`src/rtl/accumulate_ctrl_if.sv`:
```
// Handshake bundle between the accumulate controller and its surroundings:
// the run/clear buttons, the switch operand, the external adder and the status outputs.
interface accumulate_ctrl_if;
   logic        Run_i;
   logic        Clear_i;
   logic [15:0] SW_i;
   logic [15:0] A_o;
   logic [15:0] B_o;
   logic        Cin_o;
   logic [15:0] S_i;
   logic        Cout_i;
   logic [15:0] Acc_o;
   logic        Carry_o;
   logic        Busy_o;
   logic        Done_o;

   modport slave (
      input  Run_i, Clear_i, SW_i, S_i, Cout_i,
      output A_o, B_o, Cin_o, Acc_o, Carry_o, Busy_o, Done_o
   );

   modport master (
      output Run_i, Clear_i, SW_i, S_i, Cout_i,
      input  A_o, B_o, Cin_o, Acc_o, Carry_o, Busy_o, Done_o
   );
endinterface

```
`src/rtl/accumulate_ctrl.sv`:
```
// Button-driven accumulator controller: each Run press latches the switches into the
// external adder, waits SETTLE_CYCLES for the sum to settle, then captures it.
module accumulate_ctrl #(
   parameter int unsigned SETTLE_CYCLES = 4
) (
   input  logic              Clk,
   input  logic              Reset,
   accumulate_ctrl_if.slave  bus
);

   typedef enum logic [1:0] {
      IDLE    = 2'd0,
      LAUNCH  = 2'd1,
      SETTLE  = 2'd2,
      CAPTURE = 2'd3
   } state_t;

   localparam logic [7:0] SETTLE_LOAD = 8'(SETTLE_CYCLES - 1);

   logic [2:0]  r_sync;
   logic        w_start;
   state_t      r_state;
   logic [7:0]  r_cnt;
   logic [15:0] r_a;
   logic [15:0] r_acc;
   logic        r_carry;
   logic        r_busy;
   logic        r_done;

   // Two synchronizer stages plus one delay stage for rising-edge detection.
   always_ff @(posedge Clk or posedge Reset) begin
      if (Reset) begin
         r_sync <= 3'b000;
      end else begin
         r_sync <= {r_sync[1:0], bus.Run_i};
      end
   end

   assign w_start = r_sync[1] & ~r_sync[2];

   always_ff @(posedge Clk or posedge Reset) begin
      if (Reset) begin
         r_state <= IDLE;
         r_cnt   <= 8'd0;
         r_a     <= 16'd0;
         r_acc   <= 16'd0;
         r_carry <= 1'b0;
         r_busy  <= 1'b0;
         r_done  <= 1'b0;
      end else if (bus.Clear_i) begin
         // Clear beats both a pending start and the SETTLE->CAPTURE capture.
         r_state <= IDLE;
         r_cnt   <= 8'd0;
         r_acc   <= 16'd0;
         r_carry <= 1'b0;
         r_busy  <= 1'b0;
         r_done  <= 1'b0;
      end else begin
         r_done <= 1'b0;
         case (r_state)
            IDLE: begin
               if (w_start) begin
                  r_a     <= bus.SW_i;
                  r_busy  <= 1'b1;
                  r_state <= LAUNCH;
               end
            end
            LAUNCH: begin
               r_cnt   <= SETTLE_LOAD;
               r_state <= SETTLE;
            end
            SETTLE: begin
               if (r_cnt == 8'd0) begin
                  r_acc   <= bus.S_i;
                  r_carry <= r_carry | bus.Cout_i;
                  r_done  <= 1'b1;
                  r_state <= CAPTURE;
               end else begin
                  r_cnt <= r_cnt - 8'd1;
               end
            end
            CAPTURE: begin
               r_busy  <= 1'b0;
               r_state <= IDLE;
            end
            default: begin
               r_busy  <= 1'b0;
               r_state <= IDLE;
            end
         endcase
      end
   end

   assign bus.A_o     = r_a;
   assign bus.B_o     = r_acc;
   assign bus.Cin_o   = 1'b0;
   assign bus.Acc_o   = r_acc;
   assign bus.Carry_o = r_carry;
   assign bus.Busy_o  = r_busy;
   assign bus.Done_o  = r_done;

endmodule

```
`src/flat_wrapper.sv`:
```
// flat-port wrapper written by rule: the top's interface ports become plain ports
module accumulate_ctrl_flat 
#(
   parameter int unsigned SETTLE_CYCLES = 4
)
  (Clk, Reset, bus_Run_i, bus_Clear_i, bus_SW_i, bus_S_i, bus_Cout_i, bus_A_o, bus_B_o, bus_Cin_o, bus_Acc_o, bus_Carry_o, bus_Busy_o, bus_Done_o);
  accumulate_ctrl_if bus_i ();
  input  logic Clk;
  input  logic Reset;
  input wire logic [$bits(bus_i.Run_i)-1:0] bus_Run_i;
  input wire logic [$bits(bus_i.Clear_i)-1:0] bus_Clear_i;
  input wire logic [$bits(bus_i.SW_i)-1:0] bus_SW_i;
  input wire logic [$bits(bus_i.S_i)-1:0] bus_S_i;
  input wire logic [$bits(bus_i.Cout_i)-1:0] bus_Cout_i;
  output wire logic [$bits(bus_i.A_o)-1:0] bus_A_o;
  output wire logic [$bits(bus_i.B_o)-1:0] bus_B_o;
  output wire logic [$bits(bus_i.Cin_o)-1:0] bus_Cin_o;
  output wire logic [$bits(bus_i.Acc_o)-1:0] bus_Acc_o;
  output wire logic [$bits(bus_i.Carry_o)-1:0] bus_Carry_o;
  output wire logic [$bits(bus_i.Busy_o)-1:0] bus_Busy_o;
  output wire logic [$bits(bus_i.Done_o)-1:0] bus_Done_o;
  assign bus_i.Run_i = bus_Run_i;
  assign bus_i.Clear_i = bus_Clear_i;
  assign bus_i.SW_i = bus_SW_i;
  assign bus_i.S_i = bus_S_i;
  assign bus_i.Cout_i = bus_Cout_i;
  assign bus_A_o = bus_i.A_o;
  assign bus_B_o = bus_i.B_o;
  assign bus_Cin_o = bus_i.Cin_o;
  assign bus_Acc_o = bus_i.Acc_o;
  assign bus_Carry_o = bus_i.Carry_o;
  assign bus_Busy_o = bus_i.Busy_o;
  assign bus_Done_o = bus_i.Done_o;
  accumulate_ctrl #(.SETTLE_CYCLES(SETTLE_CYCLES)) u_core (.Clk(Clk), .Reset(Reset), .bus(bus_i));
endmodule
```
`config.mk`:
```
export PLATFORM = sky130hd
export DESIGN_NAME = accumulate_ctrl_flat
export DESIGN_NICKNAME = d
export VERILOG_FILES = /design/src/rtl/accumulate_ctrl_if.sv /design/src/rtl/accumulate_ctrl.sv /design/src/flat_wrapper.sv
export SDC_FILE = /design/constraint.sdc
export NUM_CORES = 1
export LEC_CHECK = 0
export BUFFER_PORTS_ARGS = -buffer_cell sky130_fd_sc_hd__buf_4
export CORE_MARGIN = 2
export CORE_UTILIZATION = 43
export DETAILED_ROUTE_END_ITERATION = 7
export MAX_ROUTING_LAYER = met4
export PLACE_DENSITY = 0.75
export SLEW_MARGIN = 20
export SYNTH_ARGS = -nofsm -noshare
export SYNTH_HDL_FRONTEND = slang
export SYNTH_SLANG_ARGS = --single-unit
```
`constraint.sdc`:
```
create_clock -name Clk -period 1.85 [get_ports Clk]
set_input_delay 0 -clock Clk [delete_from_list [all_inputs] [get_ports Clk]]
set_output_delay 0 -clock Clk [all_outputs]
set_load 0.02 [all_outputs]
```
==> results.yml <==
finish:
  fill_cells: 402
  final_common_cell: "buf_4"
  area_growth_pct: 52.4
  fin_area_sq_um: 3380
  n_antenna_cell: 0
  layout_common_cells: "99 x buf_4, 47 x dfrtp_1, 36 x nand2_1, 35 x dlygate4sd3_1, 22 x a21oi_1"
  finalNetCount: 369
  drive_gt1_frac: 0.410
  fin_util: 0.670
setup_path:
  crit_buf_inv: 1
  cp_slowest_cell: "dfrtp_2"
  slowest_delay_ns: 0.45
  cp_cell_sequence: "inv_2, ha_2, nor2_1, or3_4, or4_1, a21boi_2"
  r2r_cells: 6
  r2r-end: "u_core.r_cnt[5]"
  path_class: "flop to flop"
  cp.arrival_ns: 1.99
  r2r_start: "u_core.r_state[1]"
  crit_family: "simple AND/OR/NAND/NOR gates"
  critPathRequiredTime_ns: 2.08
  crit_end: "u_core.r_cnt[5]"
  worstSetupStartpointType: "flop"
  endpoint_kind: "flop"
  r2r_slack_ns: 0.09
  crit_start: "u_core.r_state[1]"
  critical_path_depth: 6
  crit_fanout: 6
timing:
  fin_crit_ns: 1.76
  finalCritPeriodShare: 0.954
  hold_viol: 0
  setup_ws_ns: 0.0859
  holdWs_ns: 0.0786
  drv_slew: 0
  max_freq_mhz: 567
  relSlewSlack: 0.607
  rsz0062_at_grt: "no"
  setup_viol: 0
  final.setup_skew_ns: 0.00562
  worst_pin_slew_ns: 0.590
yosys:
  netlist_area_sq_um: 2220
  yosysSeqAreaShare: 0.542
  ys_ff_latch: 48
  async_reset_ff_frac: 1.00
  synth_edf_count: 0
  ys_types: 31
  netlist_instances: 209
  yosys_warnings: 0
  avgSynthCellArea_sq_um: 10.6
  synthFlopType: "dfrtp_1"
  syn-num-nets: 252
global_routing:
  grt_pass1_wl_microns: 8020
  grt_pass1_vias: 1747
  track_usage: 0.193
  grt_max_degree: 49
  antenna_found_initial: 0
  grt-ovfl-total: 0
die:
  dieArea_sq_um: 5750
  rows: 26
  dieWidth_microns: 75.8
  start_util: 0.440
  io_pins: 89
  design.core.area_sq_um: 5040
  die-height_microns: 75.8
route:
  dr.pass1.iters: 4
  ant_nets: 0
  wire_per_inst_microns: 13.5
  vias: 1896
  wl_microns: 5350
  drc: 0
  drt_iter0_drc: 91
  post_drt_via_cell_ratio: 4.78
run:
  maxCapViolCount: 0
hold_path:
  hold_path_class: "input port to flop"
clock_network:
  cts.sinks: 48
  cts_buffers: 5
  clk_latency_ns: 0.30
  clockRootBuffer: "clkbuf_8"
  clkTransAtPathRegs_ns: 0.09
  cts_buffer_depth: 2
  h-tree-depth: 2
  tritoncts: "yes"
power:
  irDropWorstVdd_v: 0.000886
  power_leakage_nw: 1.60
  finalPower_mw: 4.31
  power_density_nw_per_um2: 1280
placement:
  dp_hpwl_microns: 3570
  pre_cts_ws_ns: -0.00154
  place.port_buffers: 87
  postPlaceCellArea_sq_um: 2870
  place_congestion: 0.890
outcome:
  outcome: "finished, final reports clean"
## area by class of cell
class	instances	area [sq um]	area share
clock buffers	7	86.3	0.0255
clock inverters	1	7.51	0.00222
inverters	8	30.0	0.00889
multi-input cells	128	852	0.252
flip-flops and latches	48	1200	0.356
well taps	70	87.6	0.0259
repair buffers	135	1110	0.330
## where the power goes
group,switching (mW),total [mW],internal [mW]
Clock,0.332,0.635,0.304
Sequential,0.222,1.58,1.36
Combinational,1.07,2.10,1.03
Total,1.62,4.31,2.69
## worst min path at each step
stage,start,slack (ns),to,cells past startpoint
global route,bus_Clear_i,0.09,u_core.bus.Carry_o,2
CTS,bus_Clear_i,0.07,u_core.bus.Carry_o,2
finish,bus_Clear_i,0.08,u_core.bus.Carry_o,2
global placement,bus_Run_i,0.11,u_core.r_sync[0],1
detailed placement,bus_Run_i,0.11,u_core.r_sync[0],1
floorplan,bus_Run_i,0.03,u_core.r_sync[0],0
## state kept, by name (all words and copies together) (netlist names)
signal              count
u_core.bus.Acc_o       16
u_core.r_sync           3
u_core.r_state          2
u_core.bus.Carry_o      1
u_core.bus.Done_o       1
u_core.r_cnt            8
u_core.bus.A_o         16
u_core.bus.Busy_o       1
## worst reg2reg max path, stage by stage (launching register included)
cell and delay [ns]:
dfrtp_2 0.45, inv_2 0.07, ha_2 0.18, nor2_1 0.07
or3_4 0.37, or4_1 0.43, a21boi_2 0.13
## layer usage
metal / GRT usage / vias to the layer above / part of all wire
met5: - / - / 0
met1: 0.236 / 877 / 0.43
li1: - / 930 / -
met3: 0.0450 / 5 / 0.071
met4: 0.0643 / 0 / 0.013
met2: 0.316 / 84 / 0.49
## Yosys cell counts (all sizes together), types with 3 or more instances
| library cell | count | area (sq um) |
|---|---|---|
| a21boi | 4 | 30.0 |
| a21oi | 22 | 110 |
| buf | 23 | 164 |
| dfrtp | 48 | 1200 |
| ha | 6 | 75.1 |
| inv | 8 | 30.0 |
| mux2 | 16 | 180 |
| nand2 | 36 | 135 |
| nand3 | 3 | 15.0 |
| nand3b | 3 | 22.5 |
| nor2 | 7 | 26.3 |
| nor3 | 3 | 15.0 |
| o21ai | 4 | 20.0 |
| o31ai | 3 | 22.5 |
| or3 | 3 | 18.8 |
| or4 | 3 | 22.5 |
## stage by stage
stage               cells  setup TNS (ns)
finish                397               0
global route          397               0
CTS                   394               0
detailed placement    351        -0.00154
global placement      351               0
floorplan             209               0
## cell families (layout without fill, tap and decap cells)
group | after synthesis | after routing | synth area share
flops | 48 | 48 | 0.542
other cells | 1 | 1 | 0.00169
fa+ha+maj | 6 | 6 | 0.0339
compound gates | 37 | 37 | 0.0954
simple gates | 66 | 66 | 0.146
mux | 18 | 18 | 0.0903
buf+inv | 33 | 151 | 0.0909
## timing repair
action                                  CTS  global route
gates resized for setup                   1             9
endpoints found under the setup margin    2             6
hold buffers                             35             0
pin swaps                                 0             4
buffers inserted                          0             3
hold endpoints to repair                 82             0
No activity file was read; power rests on OpenSTA's default activity.
